### src/rtl/cory_merge16_pkg.sv
// Shared constants and types for the 16-input round-robin merge.
package cory_merge16_pkg;
   localparam int CORY_MERGE16_PORTS = 16;
   localparam int CORY_MERGE16_IDX_W = 4;

   typedef logic [CORY_MERGE16_IDX_W-1:0] idx_t;
   typedef logic [CORY_MERGE16_PORTS-1:0] port_vec_t;
endpackage

### src/rtl/cory_rr_arb16.sv
// Round-robin grant: first request at or above ptr, ascending modulo 16.
module cory_rr_arb16
   import cory_merge16_pkg::*;
(
   input  port_vec_t req,
   input  idx_t      ptr,
   output port_vec_t gnt,
   output idx_t      gnt_idx,
   output logic      gnt_vld
);

   always_comb begin
      idx_t k;
      k       = '0;
      gnt     = '0;
      gnt_idx = '0;
      gnt_vld = 1'b0;
      for (int i = 0; i < CORY_MERGE16_PORTS; i++) begin
         // idx_t arithmetic wraps naturally at 16
         k = ptr + CORY_MERGE16_IDX_W'(i);
         if (!gnt_vld && req[k]) begin
            gnt[k]  = 1'b1;
            gnt_idx = k;
            gnt_vld = 1'b1;
         end
      end
   end

endmodule

### src/rtl/cory_merge16.sv
// 16-to-1 round-robin merge with a one-entry output register.
// Optional skid register (registered ready) enabled by CORY_MERGE16_SKID_EN.
module cory_merge16
   import cory_merge16_pkg::*;
#(
   parameter int N = 8
) (
   input  logic                            clk,
   input  logic                            reset,
   input  logic [CORY_MERGE16_PORTS-1:0]   i_a_v,
   input  logic [CORY_MERGE16_PORTS*N-1:0] i_a_d,
   output logic [CORY_MERGE16_PORTS-1:0]   o_a_r,
   output logic                            o_z_v,
   output logic [N-1:0]                    o_z_d,
   output logic [CORY_MERGE16_IDX_W-1:0]   o_z_s,
   input  logic                            i_z_r
);

   idx_t           ptr;
   port_vec_t      gnt;
   idx_t           gnt_idx;
   logic           gnt_vld;
   logic           can_acc;
   logic           in_xfer;
   logic [N-1:0]   in_d;

   cory_rr_arb16 u_arb (
      .req     (i_a_v),
      .ptr     (ptr),
      .gnt     (gnt),
      .gnt_idx (gnt_idx),
      .gnt_vld (gnt_vld)
   );

   assign in_d    = i_a_d[gnt_idx*N +: N];
   assign in_xfer = gnt_vld && can_acc && !reset;
   assign o_a_r   = in_xfer ? gnt : '0;

   always_ff @(posedge clk or posedge reset) begin
      if (reset)        ptr <= '0;
      else if (in_xfer) ptr <= gnt_idx + idx_t'(1);
   end

`ifdef CORY_MERGE16_SKID_EN
   logic         skid_v;
   logic [N-1:0] skid_d;
   idx_t         skid_s;
   logic         out_free;

   // Ready comes only from the skid flag, so it never sees i_z_r
   assign can_acc  = !skid_v;
   assign out_free = !o_z_v || i_z_r;

   always_ff @(posedge clk or posedge reset) begin
      if (reset) begin
         o_z_v  <= 1'b0;
         o_z_d  <= '0;
         o_z_s  <= '0;
         skid_v <= 1'b0;
         skid_d <= '0;
         skid_s <= '0;
      end else if (out_free) begin
         if (skid_v) begin
            o_z_v  <= 1'b1;
            o_z_d  <= skid_d;
            o_z_s  <= skid_s;
            skid_v <= 1'b0;
         end else if (in_xfer) begin
            o_z_v <= 1'b1;
            o_z_d <= in_d;
            o_z_s <= gnt_idx;
         end else begin
            o_z_v <= 1'b0;
         end
      end else if (in_xfer) begin
         // Output is stalled: park the word accepted this cycle
         skid_v <= 1'b1;
         skid_d <= in_d;
         skid_s <= gnt_idx;
      end
   end
`else
   assign can_acc = !o_z_v || i_z_r;

   always_ff @(posedge clk or posedge reset) begin
      if (reset) begin
         o_z_v <= 1'b0;
         o_z_d <= '0;
         o_z_s <= '0;
      end else if (in_xfer) begin
         o_z_v <= 1'b1;
         o_z_d <= in_d;
         o_z_s <= gnt_idx;
      end else if (o_z_v && i_z_r) begin
         o_z_v <= 1'b0;
      end
   end
`endif

endmodule

### config.mk
export PLATFORM = sky130hd
export DESIGN_NAME = cory_merge16
export DESIGN_NICKNAME = d
export VERILOG_FILES = /design/src/rtl/cory_merge16_pkg.sv /design/src/rtl/cory_rr_arb16.sv /design/src/rtl/cory_merge16.sv
export SDC_FILE = /design/constraint.sdc
export NUM_CORES = 1
export LEC_CHECK = 0
export CORE_MARGIN = 2
export CORE_UTILIZATION = 25
export DETAILED_ROUTE_END_ITERATION = 6
export GPL_TIMING_DRIVEN = 0
export PLACE_DENSITY = 0.46
export SKIP_CTS_REPAIR_TIMING = 1
export SYNTH_ARGS = -nofsm -noshare
export SYNTH_HDL_FRONTEND = slang
export SYNTH_SLANG_ARGS = --single-unit
export TNS_END_PERCENT = 1
### constraint.sdc
create_clock -name clk -period 12.11 [get_ports clk]
set_input_delay 2.422 -clock clk [delete_from_list [all_inputs] [get_ports clk]]
set_output_delay 2.422 -clock clk [all_outputs]
set_load 0.005 [all_outputs]
Word level (Yosys, flattened, before mapping)
Index checks and enable logic that the tools add are counted.
{"block": "totals", "register_bits": 17, "input_bits": 147, "output_inout_bits": 29, "word_cells": 236}
{"block": "classes", "addsub": 16, "order_cmp": 32, "shifts": 1, "mux": 115, "bitwise_logic": 15, "reduce_logical": 53}
{"cell": "$mux W16", "n": 17}
{"cell": "$or A16 B16 Y16", "n": 15}
{"cell": "$shiftx A128 B8 Y8", "n": 1}
{"cell": "$lt A4 B5 Y1 const B", "n": 16}
{"cell": "$bmux W1 S4", "n": 16}
{"cell": "$demux W1 S4", "n": 16}
{"cell": "$ge A4 B1 Y1 const B", "n": 16}
{"cell": "$mux W4", "n": 16}
{"cell": "$mux W1", "n": 50}
{"cell": "$logic_and A1 B1 Y1", "n": 34}
{"cell": "$add A4 B4 Y4 const B", "n": 8}
{"cell": "$logic_not A1 Y1", "n": 17}
{"cell": "$add A4 B3 Y4 const B", "n": 4}
{"cell": "$add A4 B1 Y4 const B", "n": 2}
{"cell": "$add A4 B2 Y4 const B", "n": 2}
{"cell": "$reduce_bool A2 Y1", "n": 1}
{"cell": "$logic_or A1 B1 Y1", "n": 1}

Logic depth before layout (Yosys ltp)
Gate-level depths: netlist of the first run.
{"block": "depth", "word_depth": 51, "depth_mapped": 23, "mapped_depth_nobuf": 15}

By module
A second synthesis of the first run with hierarchy kept.
{"block": "unflattened", "cells_unflattened": 739, "hier_area_um2": 5763.0}
{"mod": "cory_rr_arb16", "instances": 1, "cells_each": 568, "area_per_inst_um2": 3928.8, "seq_area_each_um2": 0.0}
{"mod": "cory_merge16", "instances": 1, "cells_each": 171, "area_per_inst_um2": 1834.3, "seq_area_each_um2": 425.4}

Worst setup path before layout of the first run
Ideal clock, no wire load.
{"block": "synth_path", "kind": "in2out", "startpoint": "in i_a_v[14]", "endpoint": "out o_a_r[12]", "arrival_ps": 5587, "required_ps": 9688, "path_slack_ps": 4101, "path_stages": 10, "n_path_buf": 1, "cell_sequence": "mux4_2 -> mux4_2 -> or3_1 -> buf_6 -> or4b_4 -> nor4_4 -> mux2i_1 -> o22ai_1 -> a22oi_1 -> a21oi_1"}
{"block": "synth_between", "elab_chain_cells": 51, "elab_cells_between_ends": 112, "cone_classes": "65 x mux; 15 x bitwise; 32 x reduce/logical"}
{"item": "from (decl)", "line": "cory_merge16.sv:10", "source": "input logic [CORY_MERGE16_PORTS-1:0] i_a_v,"}
{"item": "$bmux W1 S4", "line": "cory_rr_arb16.sv:21", "source": "if (!gnt_vld && req[k]) begin"}
{"item": "$mux W1 (implied by the code)", "line": "cory_rr_arb16.sv:21"}
{"item": "$mux W1", "line": "cory_rr_arb16.sv:21"}
{"item": "$logic_not A1 Y1", "line": "cory_rr_arb16.sv:21"}
{"item": "$logic_and A1 B1 Y1", "line": "cory_rr_arb16.sv:21"}
{"item": "$mux W1", "line": "cory_rr_arb16.sv:21"}
{"item": "$logic_not A1 Y1", "line": "cory_rr_arb16.sv:21"}
{"item": "$logic_and A1 B1 Y1", "line": "cory_rr_arb16.sv:21"}
{"item": "[34 not listed]"}
{"item": "$logic_not A1 Y1", "line": "cory_rr_arb16.sv:21"}
{"item": "$logic_and A1 B1 Y1", "line": "cory_rr_arb16.sv:21"}
{"item": "$mux W1", "line": "cory_rr_arb16.sv:21"}
{"item": "$logic_not A1 Y1", "line": "cory_rr_arb16.sv:21"}
{"item": "$logic_and A1 B1 Y1", "line": "cory_rr_arb16.sv:21"}
{"item": "$mux W1", "line": "cory_rr_arb16.sv:21"}
{"item": "$logic_and A1 B1 Y1 (2 in series)", "line": "cory_merge16.sv:36", "source": "assign in_xfer = gnt_vld && can_acc && !reset;"}
{"item": "$mux W16 (*)", "line": "cory_merge16.sv:37", "source": "assign o_a_r = in_xfer ? gnt : '0;"}
{"item": "to (decl)", "line": "cory_merge16.sv:12", "source": "output logic [CORY_MERGE16_PORTS-1:0] o_a_r,"}
Mark *: on every way between the ends. The rest lies on a longest branch, timed or not. The select of a mux whose other input is x is not followed.

Worst setup path in the final report of the first run
{"block": "layout_path", "startpoint": "reg ptr[2]", "endpoint": "out o_a_r[11]"}
{"block": "layout_between", "elab_chain_cells": 51, "elab_cells_between_ends": 207, "cone_classes": "15 x add/sub; 32 x order compare; 97 x mux; 15 x bitwise; 48 x reduce/logical"}
{"item": "from (decl)", "line": "cory_merge16.sv:19", "source": "idx_t ptr;"}
{"item": "from (signal assigned)", "line": "cory_merge16.sv:41", "source": "else if (in_xfer) ptr <= gnt_idx + idx_t'(1);"}
{"item": "parallel branches: the longest is 50 deep, another holds $lt A4 B5 Y1"}
{"item": "$mux W16 (*)", "line": "cory_merge16.sv:37"}
Every way passes the cells marked *. The select of a mux whose other input is x is not followed.

==> out/metrics.yaml, run 1 <==
sta:
  fin_crit_sh_pct: 86.9
  hold_viol: 0
  slew_violations: 0
  tightestPinTransition_ns: 1.18
  setup_viol: 0
  fin_setup_tns_ns: 0
  period_needed_ns: 10.53
  rsz0062_at_grt: "no"
  max_slew_margin_pct: 21.1
  fmax_mhz: 95.0
  layout_setup_ws_ns: 1.58
  fin_skew_ns: 0.000809
global_route:
  grt_start_max_net_pins: 18
  grt.overflow.total: 0
  grt_pass1_wl_um: 47400
  grt_antenna_before_repair: 0
  grt_pass1_vias: 7746
  grt_usage_pct: 23.7
floorplanning:
  coreArea_mm2: 0.0241
  rows: 57
  start_util_pct: 25.2
  die_w_um: 160
  die_h_um: 160
  die-area_mm2: 0.0255
  io_pins: 176
logic_synthesis:
  syn_nets: 943
  synth_area_mm2: 0.00607
  postSynthCellCount: 782
  ys_dominant_reg_cell: "dfrtp_1"
  seq_area_frac_synth_pct: 7.01
  synth_cell_types: 71
  ys_ff_latch: 17
  synth-edff-count: 0
  yosysWarnings: 0
  synth_area_per_cell_um2: 7.76
  async_flop_share_pct: 100
cells_and_area:
  layout_common_cells: "clkdlybuf4s50_1, nand2_1, mux4_2, nor2_1, mux2i_1"
  fin_cells: 1285
  fill_cells: 2723
  area_delta_synth_final_pct: 36.9
  drive_gt1_share_pct: 11.0
  final_common_cell: "clkdlybuf4s50_1"
  final_util_pct: 34.4
  nNetsFinal: 1123
  n_antenna_cell: 0
route:
  drc: 0
  route.detailed.wl_per_inst_um: 24.4
  vias: 7747
  drt_wl_total_um: 31400
  viasPerCell: 6.03
  drtPass1Iterations: 6
  drt_iter0_markers: 767
  drtAntennaViolNets: 0
clock_network:
  numClockSinks: 17
  cts_root_buf: "clkbuf_16"
  cts_buffers: 3
  cts_tree: "done"
  path_clk_slew_ns: 0.05
  clock_latency_ns: 0.25
  cts.htree.levels: 1
  clockBufferDepth: 2
outcome:
  run_status: "finished clean"
critical_path:
  crit_type: "flop to primary output"
  cp_max_fo: 14
  cp_data_arrival_time_ns: 8.11
  required_ns: 9.69
  critPathCaptureType: "primary output"
  start_kind: "flop"
job:
  maxCapViolCount: 0
placement:
  placedCellCount: 1281
  hpwl_um: 25300
  portBuffers: 175
  routabilityCongestion: 0.948
  pre_cts_ws_ns: 1.90
worst_hold_path:
  hold_class: "flop to flop"
Yosys cell counts, types with 6 or more instances:
cell type / n / area (µm²)
a32oi_1: 6 / 52.6
o21ai_0: 36 / 180
mux2i_1: 44 / 440
nor2_1: 50 / 188
and3_1: 9 / 56.3
o22ai_1: 19 / 119
nor2b_1: 8 / 50.1
xnor2_1: 11 / 96.3
mux2_2: 20 / 225
nand4_1: 6 / 37.5
a21oi_1: 41 / 205
nand3_1: 30 / 150
mux4_2: 50 / 1130
buf_2: 13 / 65.1
ha_1: 14 / 175
a22oi_1: 19 / 143
nor3_1: 16 / 80.1
inv_1: 24 / 90.1
or3_1: 6 / 37.5
o221ai_1: 14 / 123
dfrtp_1: 17 / 425
a31oi_1: 26 / 163
nand2_1: 102 / 383
a221oi_1: 8 / 70.1
o31ai_1: 6 / 45.0
clkbuf_1: 38 / 143
o21ai_1: 9 / 45.0
o211ai_1: 40 / 300
worst max-delay path: stages (launching register included):
cell and delay [ns]:
dfrtp_1 0.44, buf_2 0.28, buf_2 0.32, clkbuf_1 0.58
inv_1 0.18, clkbuf_1 0.42, ha_1 0.43, clkbuf_1 0.50
clkbuf_1 0.59, mux4_2 0.62, nand3_1 0.12, o211ai_1 0.25
nor3_1 0.28, nor4b_4 0.55, nand3_1 0.20, nor2_1 0.22
a211o_1 0.18, clkbuf_1 0.49, buf_1 0.57, a31oi_1 0.12
clkdlybuf4s50_1 0.49
area by class of cell:
| type | count | area [µm²] | area share, % |
|---|---|---|---|
| Buffer | 63 | 294 | 3.54 |
| Clock buffer | 4 | 78.8 | 0.949 |
| Inverter | 28 | 105 | 1.27 |
| Multi-Input combinational cell | 674 | 5240 | 63.1 |
| Sequential cell | 17 | 425 | 5.12 |
| Tap cell | 324 | 405 | 4.88 |
| Timing Repair Buffer | 175 | 1750 | 21.1 |
per-stage QoR:
step,hold WS [ns],cell area [µm²]
5_1_grt,0.514,8300
6_report,0.479,8300
2_1_floorplan,0.471,6070
3_5_place_dp,0.470,8220
3_3_place_gp,0.466,8220
4_1_cts,0.483,8300
cell families (layout without fill, tap and decap cells):
group | Yosys count | after routing | synth area share, %
compound gates | 278 | 278 | 31.7
xor+xnor | 16 | 16 | 2.62
fa+ha+maj | 14 | 14 | 2.89
buf+inv | 91 | 270 | 6.58
flops | 17 | 17 | 7.01
mux | 114 | 114 | 29.5
simple gates | 252 | 252 | 19.7
path summary, 6_finish.rpt:
check | from | depth (start not counted) | slack, ns | to
worst max-delay path | ptr[2] | 20 | 1.58 | o_a_r[11]
worst min-delay path | o_z_s[3] | 2 | 0.48 | o_z_s[3]
worst max register to register | ptr[2] | 21 | 3.88 | o_z_d[2]
worst min register to register | o_z_s[3] | 2 | 0.48 | o_z_s[3]
max in group asynchronous | reset | 2 | 9.03 | o_z_d[4]
min in group asynchronous | reset | 2 | 2.65 | o_z_s[2]
flip-flops by register name, summed over array words and instances, names as in the netlist:
| register | flops |
|---|---|
| o_z_v | 1 |
| ptr | 4 |
| o_z_d | 8 |
| o_z_s | 4 |
layer usage:
| layer | global-route usage (%) | part of all wire [%] | routed length [µm] |
|---|---|---|---|
| met3 | 3.64 | 8.0 | 2500 |
| met2 | 41.7 | 49 | 15400 |
| met5 | 0 | 0 | 0 |
| met1 | 30.1 | 41 | 12700 |
| met4 | 6.72 | 2.4 | 760 |
Power of run 1 is left out: the tool's default activity adds up to more than one toggle a clock period on the data nets, which glitch-free logic cannot reach.
==> inputs of run 2 (changes only) <==
Settings changed: ABC_CLOCK_PERIOD_IN_PS set to 12000.
Clock period 12.11 ns to 12 ns, I/O delays scaled along.
==> results of run 2 <==
Same layout as run 1 (identical final DEF). Status: finished clean.
Main changes from that run: setup slack after placement 1.90 ns -> 1.84 ns; setup slack after layout 1.58 ns -> 1.49 ns; register-to-register setup slack 3.88 ns -> 3.77 ns
Power of run 2 is left out for the same reason.
==> inputs of run 3 (changes only) <==
Settings changed: SLEW_MARGIN set to 20.
==> results of run 3 <==
Same layout as run 1 (identical final DEF). Status: finished clean.
Main changes from that run: setup slack after placement 1.90 ns -> 1.84 ns; setup slack after layout 1.58 ns -> 1.49 ns; register-to-register setup slack 3.88 ns -> 3.77 ns
Power of run 3 is left out for the same reason.
